<file path="config.mk">
export PLATFORM = sky130hd
export DESIGN_NAME = param_ram_sweep_flat
export DESIGN_NICKNAME = d
export VERILOG_FILES = /design/src/rtl/param_ram_sweep_if.sv /design/src/rtl/param_ram_sweep.sv /design/src/flat_wrapper.sv
export SDC_FILE = /design/constraint.sdc
export NUM_CORES = 1
export LEC_CHECK = 0
export CAP_MARGIN = 20
export CORE_ASPECT_RATIO = 2
export CORE_UTILIZATION = 30
export CTS_CLUSTER_DIAMETER = 30
export CTS_CLUSTER_SIZE = 30
export DETAILED_ROUTE_END_ITERATION = 6
export DONT_BUFFER_PORTS = 1
export GPL_TIMING_DRIVEN = 0
export SYNTH_ARGS = -nofsm -noshare
export SYNTH_HDL_FRONTEND = slang
export SYNTH_SLANG_ARGS = --single-unit
</file>
<file path="constraint.sdc">
create_clock -name clk_RAM -period 3.8 [get_ports clk_RAM]
set_clock_uncertainty 0.15 [all_clocks]
set_input_delay 0.57 -clock clk_RAM [delete_from_list [all_inputs] [get_ports clk_RAM]]
set_output_delay 0.57 -clock clk_RAM [all_outputs]
set_load 0.01 [all_outputs]
</file>
<file path="src/rtl/param_ram_sweep_if.sv">
// param_ram_sweep_if: write/read/clear bus of the settings RAM, driven by the master and served by the RAM.
interface param_ram_sweep_if #(
  parameter int DATA_W = 8,
  parameter int ADDR_W = 3
);
  logic [DATA_W-1:0] in;
  logic [ADDR_W-1:0] w_addr;
  logic              CS;
  logic [ADDR_W-1:0] r_addr;
  logic              RW;
  logic              clr;
  logic [DATA_W-1:0] out;
  logic              out_valid;
  logic              busy;
  logic              addr_err;
  modport master (
    output in, w_addr, CS, r_addr, RW, clr,
    input  out, out_valid, busy, addr_err
  );
  modport slave (
    input  in, w_addr, CS, r_addr, RW, clr,
    output out, out_valid, busy, addr_err
  );
endinterface

</file>
<file path="src/rtl/param_ram_sweep.sv">
// param_ram_sweep: parametrised dual-port settings RAM with clear sweep, read-valid and address-error flags.
// Define RAM_BYPASS_EN for write-first collision data; read-first otherwise.
module param_ram_sweep #(
  parameter int                DATA_W   = 8,
  parameter int                ADDR_W   = 3,
  parameter int                DEPTH    = 8,
  parameter logic [DATA_W-1:0] INIT_VAL = '0
) (
  input logic               clk_RAM,
  input logic               rst,
  param_ram_sweep_if.slave  bus
);
  typedef enum logic {CLEAR, RUN} state_t;
  localparam logic [ADDR_W:0]   LIM  = (ADDR_W+1)'(DEPTH);
  localparam logic [ADDR_W-1:0] LAST = ADDR_W'(DEPTH - 1);
  state_t            state, state_n;
  logic [ADDR_W-1:0] cnt, cnt_n;
  logic [DATA_W-1:0] mem [DEPTH];
  logic              w_ok, r_ok, user_we, rd, we;
  logic [ADDR_W-1:0] wa;
  logic [DATA_W-1:0] wd, rdata;
  always_comb begin
    w_ok    = {1'b0, bus.w_addr} < LIM;
    r_ok    = {1'b0, bus.r_addr} < LIM;
    user_we = state == RUN && !bus.CS && !bus.clr;
    rd      = state == RUN && bus.RW;
    we      = state == CLEAR || (user_we && w_ok);
    wa      = state == CLEAR ? cnt : bus.w_addr;
    wd      = state == CLEAR ? INIT_VAL : bus.in;
`ifdef RAM_BYPASS_EN
    rdata   = !r_ok ? INIT_VAL :
              (user_we && w_ok && bus.w_addr == bus.r_addr) ? bus.in : mem[bus.r_addr];
`else
    rdata   = r_ok ? mem[bus.r_addr] : INIT_VAL;
`endif
    state_n = state == CLEAR ? (cnt == LAST ? RUN : CLEAR) : (bus.clr ? CLEAR : RUN);
    cnt_n   = (state == CLEAR && cnt != LAST) ? cnt + 1'b1 : '0;
  end
  always_ff @(posedge clk_RAM or posedge rst) begin
    if (rst) begin
      state         <= CLEAR;
      cnt           <= '0;
      bus.out       <= '0;
      bus.out_valid <= 1'b0;
      bus.addr_err  <= 1'b0;
    end else begin
      state         <= state_n;
      cnt           <= cnt_n;
      if (rd) bus.out <= rdata;
      bus.out_valid <= rd;
      bus.addr_err  <= (user_we && !w_ok) || (rd && !r_ok);
    end
  end
  // Array is deliberately unreset; the sweep is what initialises it.
  always_ff @(posedge clk_RAM) begin
    if (we) mem[wa] <= wd;
  end
  assign bus.busy = state == CLEAR;
endmodule

</file>
<file path="src/flat_wrapper.sv">
// flat-port wrapper written by rule: the top's interface ports become plain ports
module param_ram_sweep_flat 
#(
  parameter int                DATA_W   = 8,
  parameter int                ADDR_W   = 3,
  parameter int                DEPTH    = 8,
  parameter logic [DATA_W-1:0] INIT_VAL = '0
)
  (clk_RAM, rst, bus_in, bus_w_addr, bus_CS, bus_r_addr, bus_RW, bus_clr, bus_out, bus_out_valid, bus_busy, bus_addr_err);
  param_ram_sweep_if #(.DATA_W(DATA_W), .ADDR_W(ADDR_W)) bus_i ();
  input logic clk_RAM;
  input logic rst;
  input wire logic [$bits(bus_i.in)-1:0] bus_in;
  input wire logic [$bits(bus_i.w_addr)-1:0] bus_w_addr;
  input wire logic [$bits(bus_i.CS)-1:0] bus_CS;
  input wire logic [$bits(bus_i.r_addr)-1:0] bus_r_addr;
  input wire logic [$bits(bus_i.RW)-1:0] bus_RW;
  input wire logic [$bits(bus_i.clr)-1:0] bus_clr;
  output wire logic [$bits(bus_i.out)-1:0] bus_out;
  output wire logic [$bits(bus_i.out_valid)-1:0] bus_out_valid;
  output wire logic [$bits(bus_i.busy)-1:0] bus_busy;
  output wire logic [$bits(bus_i.addr_err)-1:0] bus_addr_err;
  assign bus_i.in = bus_in;
  assign bus_i.w_addr = bus_w_addr;
  assign bus_i.CS = bus_CS;
  assign bus_i.r_addr = bus_r_addr;
  assign bus_i.RW = bus_RW;
  assign bus_i.clr = bus_clr;
  assign bus_out = bus_i.out;
  assign bus_out_valid = bus_i.out_valid;
  assign bus_busy = bus_i.busy;
  assign bus_addr_err = bus_i.addr_err;
  param_ram_sweep #(.DATA_W(DATA_W), .ADDR_W(ADDR_W), .DEPTH(DEPTH), .INIT_VAL(INIT_VAL)) u_core (.clk_RAM(clk_RAM), .rst(rst), .bus(bus_i));
endmodule
</file>
# Word level (Yosys, flattened, before mapping)
# Memory sizes are Yosys's and may differ from the RTL's. A register that Yosys moved wholly into a read port is not among the register bits.
# Index checks and enable logic that the tools add are counted.
[totals]
ff_bits = 5
ram_bits = 64
out_inout_bits = 11
mem_count = 1
[memory_table]
columns = ["name", "depth", "width", "read_ports", "rd_ports_with_merged_regs", "wr", "line_no", "rtl"]
rows = [
  ["u_core.mem", 8, 8, 1, 1, 1, "param_ram_sweep.sv:18", "logic [DATA_W-1:0] mem [DEPTH];"],
]
[classes]
n_addsub = 1
eq_ne = 2
muxes = 8
bitwise_logic = 1
reduce_logical = 7
[op_table]
columns = ["operator", "n"]
rows = [
  ["8-bit two-way mux", 1],
  ["3-bit two-way mux", 2],
  ["1-bit two-way mux", 5],
  ["1-bit logical AND", 4],
  ["3-bit by 1-bit adder with 3-bit output, second input constant", 1],
  ["3-bit equality test, second input constant", 1],
  ["3-bit != test, second input constant", 1],
  ["1-bit zero test", 2],
  ["1-bit logical OR", 1],
  ["1-bit inverter", 1],
]

# Logic depth before layout (Yosys ltp)
[depth]
ltp_word = 6
mapped_depth = 5

# Least setup slack after synthesis
# OpenSTA, ideal clock, no wires.
[synth_timing]
path_type = "input-to-reg"
from = "in bus_w_addr[0]"
to = "mem u_core.mem[0][0] (enable)"
t_arrival_ps = 1254
t_required_ps = 3280
path_slack_ps = 2026
stages = 3
path_cell_list = "nor3_1 o21bai_1 nor2_1"
[synth_between]
elab_chain_len = 1
[synth_rtl]
columns = ["element", "line_no", "rtl"]
rows = [
  ["start: declaration", "flat_wrapper.sv:14", "input wire logic [$bits(bus_i.w_addr)-1:0] bus_w_addr;"],
  ["3-bit two-way mux", "param_ram_sweep.sv:28", "wa = state == CLEAR ? cnt : bus.w_addr;"],
  ["end: declaration", "param_ram_sweep.sv:18", ""],
]
# Every way passes these cells.

# Worst setup path in the final report
[layout_timing]
from = "reg u_core.state"
to = "mem u_core.mem[4][1] (enable)"
[layout_between]
elab_cells_between_ends = 7
classes_between = "mux (3); bitwise (1); reduce/logical (3)"
[layout_lines]
columns = ["element", "line_no", "rtl"]
rows = [
  ["start: declaration", "param_ram_sweep.sv:16", "state_t state, state_n;"],
  ["start signal: assignment", "param_ram_sweep.sv:47", "state <= state_n;"],
  ["1-bit inverter", "n/a", ""],
  ["via bus_busy", "flat_wrapper.sv:21", "output wire logic [$bits(bus_i.busy)-1:0] bus_busy;"],
  ["1-bit logical OR", "param_ram_sweep.sv:27", "we = state == CLEAR || (user_we && w_ok);"],
  ["1-bit two-way mux", "param_ram_sweep.sv:56", "if (we) mem[wa] <= wd;"],
  ["1-bit two-way mux (implied by the code)", "param_ram_sweep.sv:56", ""],
]
# The timed path passes the listed nets, and every way through them passes these cells.

==> impl_metrics.json <==
{
  "status": "complete, no violations",
  "crit_chain": "buf_2 > inv_1 > o21bai_1 > nor2_1",
  "antenna_found_initial": 0,
  "area_growth_pct": 14.48,
  "synth.avg_cell_area_um2": 16.10,
  "final-hold-violation-count": 0,
  "cp-end-kind": "flop",
  "cts_resized": 0,
  "synth_edf_count": 64,
  "critical_path_class": "flop to flop",
  "drt_pass1_iterations": 4,
  "vias": 1575,
  "root_buffer": "clkbuf_16",
  "grt_max_degree": 14,
  "grt_pass1_wl_um": 9114,
  "reg2reg_depth": 4,
  "coreArea_um2": 10210,
  "viasPerCell": 4.513,
  "place_ws_ps": 1647,
  "routedWlPerCell_um": 16.46,
  "insertion_delay_ps": 320,
  "postRouteAntennaNets": 0,
  "hp-class": "input pin to asynchronous set/reset pin",
  "rsz0062_at_grt": "no",
  "max_stage_delay_ps": 700,
  "startpoint_type": "flop",
  "fin_nets": 230,
  "drive_above_1_share_pct": 15.42,
  "nFillCells": 976,
  "cts_buffer_depth": 2,
  "arrival_ps": 1910,
  "synthXorXnorAreaFrac_pct": 0,
  "top_level_ports": 30,
  "die-area_um2": 11070,
  "p_per_area_nw_per_um2": 763.5,
  "final_cell_mix": "edfxtp_1, mux2i_1, mux2_1, dfrtp_1, nor2_1",
  "placed_area_um2": 3357,
  "clkTransAtPathRegs_ps": 50,
  "slew_viol_final": 0,
  "numClockSinks": 77,
  "ys.flop_type": "edfxtp_1",
  "synth_area_um2": 3188,
  "drtIter0Drc": 42,
  "die_w_um": 74.90,
  "finalPower_mw": 2.787,
  "setup_viol": 0,
  "grt.total_usage_pct": 12.05,
  "finalCritPeriodShare_pct": 55.41,
  "synth-simple-area-share_pct": 5.848,
  "rows": 52,
  "ff2ff_setup_slack_ps": 1690,
  "fmax_ghz": 0.4749,
  "postCtsHoldBufs": 0,
  "antenna_cells": 0,
  "worst_slack_ps": 1694,
  "multi_input_area_um2": 833.3,
  "maxCapViolations": 0,
  "ir_drop_uv": 378.4,
  "overflow": 0,
  "synth.distinct_cells": 31,
  "cts_tree": "yes",
  "synthAdderAreaFrac_pct": 0.7849,
  "syn_inst": 198,
  "async_reset_ff_share_pct": 16.88,
  "start_util_pct": 31.21,
  "crit_fanout": 10,
  "drc": 0,
  "regToRegEndpoint": "u_core.mem[4][1]",
  "yosys-mux-area-fraction_pct": 10.99,
  "synth-compound-area-share_pct": 8.399,
  "cts.htree.levels": 3,
  "die_h_um": 147.8,
  "regArea_um2": 2247,
  "final_cell_count_no_fill": 349,
  "fin_crit_ps": 2106,
  "final_common_cell": "edfxtp_1",
  "gp_congestion": 0.7040,
  "max-slew-margin-rel_pct": 38.45,
  "power_leakage_nw": 1.351,
  "critPathSlowestCell": "nor2_1",
  "portBuffers": 0,
  "synth_top_family_by_area": "multiplexers",
  "worstMarginPinSlew_ps": 919.9,
  "dp_cells": 333,
  "timing.hold.ws_ps": 34.94,
  "post_cts_buffers": 0,
  "synth_warnings": 0,
  "design_area_um2": 3650,
  "grt_pass1_vias": 1684,
  "cts_made_buffers": 9,
  "yosysSeqAreaShare_pct": 70.49,
  "syn_nets": 219,
  "ys_ff_latch": 77,
  "routed_wl_um": 5743,
  "r2r-start": "u_core.state",
  "detailed_place_hpwl_um": 4398,
  "crit_required_ps": 3600,
  "fin_util_pct": 35.73,
  "tns_ps": 0
}
[cell type report]
cell class | count | area share (%)
buffer | 10 | 2.331
clock buffer | 11 | 6.651
clock inverter | 5 | 1.371
inverter | 6 | 0.6171
multi-input combinational | 105 | 22.83
sequential | 77 | 61.57
tap | 135 | 4.628
[per-layer routing]
layer | vias up | global-route usage, % | wire length, um
met1 | 745 | 11.24 | 2025
met5 | - | 0 | 0
li1 | 774 | - | -
met3 | 6 | 4.908 | 351
met2 | 50 | 21.22 | 3241
met4 | 0 | 6.698 | 125
[synth_stat cells, drive strengths merged, types with 2 or more instances]
| master | instances | area share, % |
|---|---|---|
| o22ai | 8 | 1.6 |
| dfrtp | 13 | 10 |
| a32oi | 2 | 0.55 |
| nor3 | 2 | 0.31 |
| mux2i | 17 | 5.3 |
| nor2b | 3 | 0.59 |
| and3 | 2 | 0.39 |
| and2 | 8 | 1.6 |
| nand2 | 11 | 1.4 |
| mux2 | 16 | 5.7 |
| inv | 6 | 0.71 |
| ha | 2 | 0.78 |
| a22o | 8 | 2.2 |
| edfxtp | 64 | 60 |
| clkbuf | 2 | 0.24 |
| buf | 8 | 2.4 |
| o31ai | 8 | 3.1 |
| nor2 | 12 | 1.4 |
[worst max path at each step]
stage,end,slack (ps),startpoint
global placement,u_core.mem[4][7],1670,bus_w_addr[0]
finish,u_core.mem[4][1],1690,u_core.state
floorplan,u_core.mem[0][0],2030,bus_w_addr[0]
detailed placement,u_core.mem[4][7],1650,bus_w_addr[0]
global route,u_core.mem[0][3],1510,u_core.state
CTS,u_core.mem[0][0],1660,u_core.state
[power breakdown]
| group | internal [mW] | total [mW] | leakage, nW | switching [mW] |
|---|---|---|---|---|
| registers | 1.29 | 1.39 | 0.768 | 0.106 |
| clock network | 0.521 | 0.822 | 0.149 | 0.301 |
| logic | 0.190 | 0.570 | 0.434 | 0.380 |
| total | 2.00 | 2.79 | 1.35 | 0.787 |
[logic make-up after synthesis]
family          after synthesis
other cells                   1
buf+inv                      16
simple gates                 39
fa+ha+maj                     2
flops                        77
compound gates               30
mux                          33
[worst max-delay path, delay by kind of cell, from the launching register on]
family,cells,cell delay (ps)
simple gates,1,700
compound gates,1,180
buf+inv,2,350
flops,1,350
[registers in the layout, indices dropped and copies added (netlist names)]
signal	cells
u_core.mem	64
u_core.cnt	3
u_core.bus.out	8
u_core.state	1
u_core.bus.out_valid	1
Note: power is estimated with default switching activity, not from simulation.
==> RTL edit 1 (same settings) <==
`DEPTH` is set to 8 in 2 places; all go to 4.
--- a/src/rtl/param_ram_sweep.sv
+++ b/src/rtl/param_ram_sweep.sv
@@ -3,7 +3,7 @@
 module param_ram_sweep #(
   parameter int                DATA_W   = 8,
   parameter int                ADDR_W   = 3,
-  parameter int                DEPTH    = 8,
+  parameter int                DEPTH    = 4,
   parameter logic [DATA_W-1:0] INIT_VAL = '0
 ) (
   input logic               clk_RAM,
--- a/src/flat_wrapper.sv
+++ b/src/flat_wrapper.sv
@@ -3,7 +3,7 @@
 #(
   parameter int                DATA_W   = 8,
   parameter int                ADDR_W   = 3,
-  parameter int                DEPTH    = 8,
+  parameter int                DEPTH    = 4,
   parameter logic [DATA_W-1:0] INIT_VAL = '0
 )
   (clk_RAM, rst, bus_in, bus_w_addr, bus_CS, bus_r_addr, bus_RW, bus_clr, bus_out, bus_out_valid, bus_busy, bus_addr_err);
Check against the original RTL: not equivalent (a bounded check fails within 10 cycles, from zero or initial values and one cycle with rst high).
==> RTL edit 1 against the unedited design <==
Routed wire length down 48%; sequential cell count down 31; synthesized area down 44%; total power down 41%; hold slack better by 0.039 ns; worst setup slack better by 0.10 ns; design area down 44%; critical path depth down 1.
==> RTL edit 1: results (changes against the unedited design) <==
metric;value;unit;change
htreeDepth;2;;-1
yosysSeqAreaShare;73.2;%;+2.7 points
clk-insertion-delay-late;0.28;ns;-0.04 ns
syn_avg_cell_area;17.6;um^2;+9.0%
globalplace.congestion;0.691;;-1.8%
maxSlewHeadroom;47.6;%;+9.2 points
dp.cells;163;;-51%
leakagePower;0.763;nW;-44%
synth_fa_ha_area_share;1.40;%;+0.61 points
via_count;850;;-46%
place_area;1870;um^2;-44%
yosys-top-cells-area;edfxtp_1, dfrtp_1, mux4_2;;
run_status;finished, final reports clean;;
synth_mux_area_share;11.3;%;+0.26 points
synth-compound-area-share;5.31;%;-3.1 points
synth_fp_nets;123;;-44%
grt_pass1_wl;4720;um;-48%
synthArstFlopShare;30.4;%;+14 points
synth.distinct_cells;19;;-39%
register_area;1310;um^2;-42%
holdWs;0.0737;ns;+0.0388 ns
layout-drive-gt1-share;15.5;%;+0.034 points
fmax;500;MHz;+5.2%
ff2ff_setup_slack;1.80;ns;+0.10 ns
drt_iter0_drc;13;;-69%
track_usage;10.3;%;-1.7 points
dp_hpwl;2200;um;-50%
slowest_delay;0.58;ns;-0.12 ns
worstPathArrival;1.77;ns;-0.14 ns
reg.largest.list;u_core.mem x32, u_core.bus.out x8, u_core.cnt x3;;
[RTL edit 1: cell count changes in the layout (fill, tap and decap cells not counted), moves of 4 or more]
cell	unedited run	this run
o31ai_2	8	0
clkinv_2	4	0
edfxtp_1	64	32
mux2_1	13	0
nand2_1	10	1
mux2i_1	17	1
o22ai_1	8	0
mux4_2	0	8
clkbuf_16	9	5
[RTL edit 1: cells by family (layout without fill, tap and decap cells)]
group / after synthesis / count (layout)
buffers and inverters: 9 / 17
adders and majority gates: 2 / 2
AOI/OAI and AO/OA: 12 / 12
DFF: 46 / 46
and+or+nand+nor: 23 / 23
muxes: 10 / 10
[RTL edit 1: worst register-to-register path, delay by kind of cell (launching register included)]
family,cells,cell delay (ns)
multiplexers,1,0.36
buffers and inverters,1,0.20
AND/OR/NAND/NOR,1,0.58
flip-flops,1,0.34
[RTL edit 1: final cells by class]
type	instances	share of cell area [%]
Buffer	4	1.17
Tap cell	61	3.76
Sequential cell	46	64.6
Clock inverter	1	1.48
Multi-Input combinational cell	47	21.5
Inverter	5	0.925
Clock buffer	7	6.54
[RTL edit 1: layer usage]
metal  GRT usage, %  share of wire, %  vias to the layer above
met5              0                 0                        -
met4           5.85               2.4                        0
met3           4.08               6.2                        6
met2           17.9                53                       33
met1           9.95                38                      411
li1               -                 -                      400
[RTL edit 1: worst paths after layout]
check,depth (start not counted),end
worst max-delay path,3,u_core.mem[0][6]
worst min-delay path,1,u_core.cnt[1]
worst max register to register,3,u_core.mem[0][6]
worst min register to register,1,u_core.cnt[0]
max in group asynchronous,1,u_core.cnt[0]
min in group clk_RAM,1,u_core.state
[RTL edit 1: report_power, final]
part	switching (W)	leakage [nW]	internal, W
registers	0.0000929	0.488	0.000768
logic	0.000182	0.197	0.000132
clock network	0.000172	0.0781	0.000311
==> RTL edit 2 (same flow settings) <==
Made on the original files. Reset style: synchronous (`rst`), changed in one clocked block.
--- a/src/rtl/param_ram_sweep.sv
+++ b/src/rtl/param_ram_sweep.sv
@@ -36,7 +36,7 @@
     state_n = state == CLEAR ? (cnt == LAST ? RUN : CLEAR) : (bus.clr ? CLEAR : RUN);
     cnt_n   = (state == CLEAR && cnt != LAST) ? cnt + 1'b1 : '0;
   end
-  always_ff @(posedge clk_RAM or posedge rst) begin
+  always_ff @(posedge clk_RAM) begin
     if (rst) begin
       state         <= CLEAR;
       cnt           <= '0;
Behaviour: differs if rst is asserted again (counterexample within 10 cycles, from zero or initial values and one cycle with rst high); with rst held inactive, the same outputs for 10 cycles.
==> RTL edit 2 against the unedited design <==
Core utilization is 0.39 points higher; cell count is 3.2% higher; sequential cell count stayed put; synthesized cell count is 6.1% higher; first-iteration DRC count is 120% higher; synthesized area is 1.2% lower; design area is 0.45% higher; hold slack better by 0.12 ns; via count is 9.2% higher; routed wire length is 13% higher; worst setup slack worse by 0.31 ns.
Power is not compared: it rests on default switching activity, and its combinational part moved more than twofold at a synthesized area within 25%.
==> RTL edit 2: results (changes against the unedited design) <==
metric;value;unit;change
place_area;3320;um^2;-1.2%
synth_fp_nets;231;;+5.5%
fin_nets;242;;+5.2%
grt_max_degree;13;;-1
globalplace.congestion;0.771;;+9.5%
dp_hpwl;4470;um;+1.6%
yosys-top-cells-area;edfxtp_1, mux2i_1, dfxtp_1;;
run_status;finished, final reports clean;;
use_met1;12.7;%;+1.5 points
synth_fa_ha_area_share;0.795;%;+0.0097 points
drt_iter0_drc;93;;+120%
synth-compound-area-share;6.63;%;-1.8 points
first_global_vias;1729;;+2.7%
syn_avg_cell_area;15.0;um^2;-6.9%
layout-drive-gt1-share;14.7;%;-0.75 points
min_to;u_core.bus.out[7];;
ff2ff_setup_slack;1.39;ns;-0.31 ns
maxSlewHeadroom;28.6;%;-9.9 points
grt_pass1_wl;9250;um;+1.5%
synth_mux_area_share;10.2;%;-0.82 points
synthArstFlopShare;0;%;-17 points
grt.met2_usage;20.9;%;-0.32 points
routed-wl-met3;326;um;-7.1%
synth.distinct_cells;30;;-3.2%
via_count;1720;;+9.2%
yosysSeqAreaShare;69.3;%;-1.2 points
routed-wl-met2;3310;um;+2.2%
track_usage;12.6;%;+0.57 points
synth_commonest_cells;edfxtp_1, mux2i_1, nor2_1;;
[RTL edit 2: changes by cell type after synthesis, sizes merged, moves of 9 or more]
cell and delta:
nor3 +9, a22oi +15, nor2 +11, a21oi +10, dfxtp +13, mux2i +15
mux2 -16, dfrtp -13, nand2 -9
[RTL edit 2: per-stage QoR]
step	hold slack, ns	instances	worst slack, ns
3_3_place_gp	0.303	345	1.41
2_1_floorplan	0.272	210	1.96
3_5_place_dp	0.316	345	1.35
6_report	0.156	360	1.39
5_1_grt	0.152	360	1.23
4_1_cts	0.147	360	1.34
[RTL edit 2: layout make-up]
| cell class | count | area [um^2] |
|---|---|---|
| buffer | 12 | 104 |
| fill | 992 | 6480 |
| clock buffer | 11 | 253 |
| inverter | 2 | 7.51 |
| multi-input combinational | 119 | 856 |
| clock inverter | 4 | 95.1 |
| tap | 135 | 169 |
| sequential | 77 | 2180 |
[RTL edit 2: power by group]
group          switching, W  internal (W)
combinational     0.0000665     0.0000368
sequential       0.00000909      0.000940
clock              0.000300      0.000672
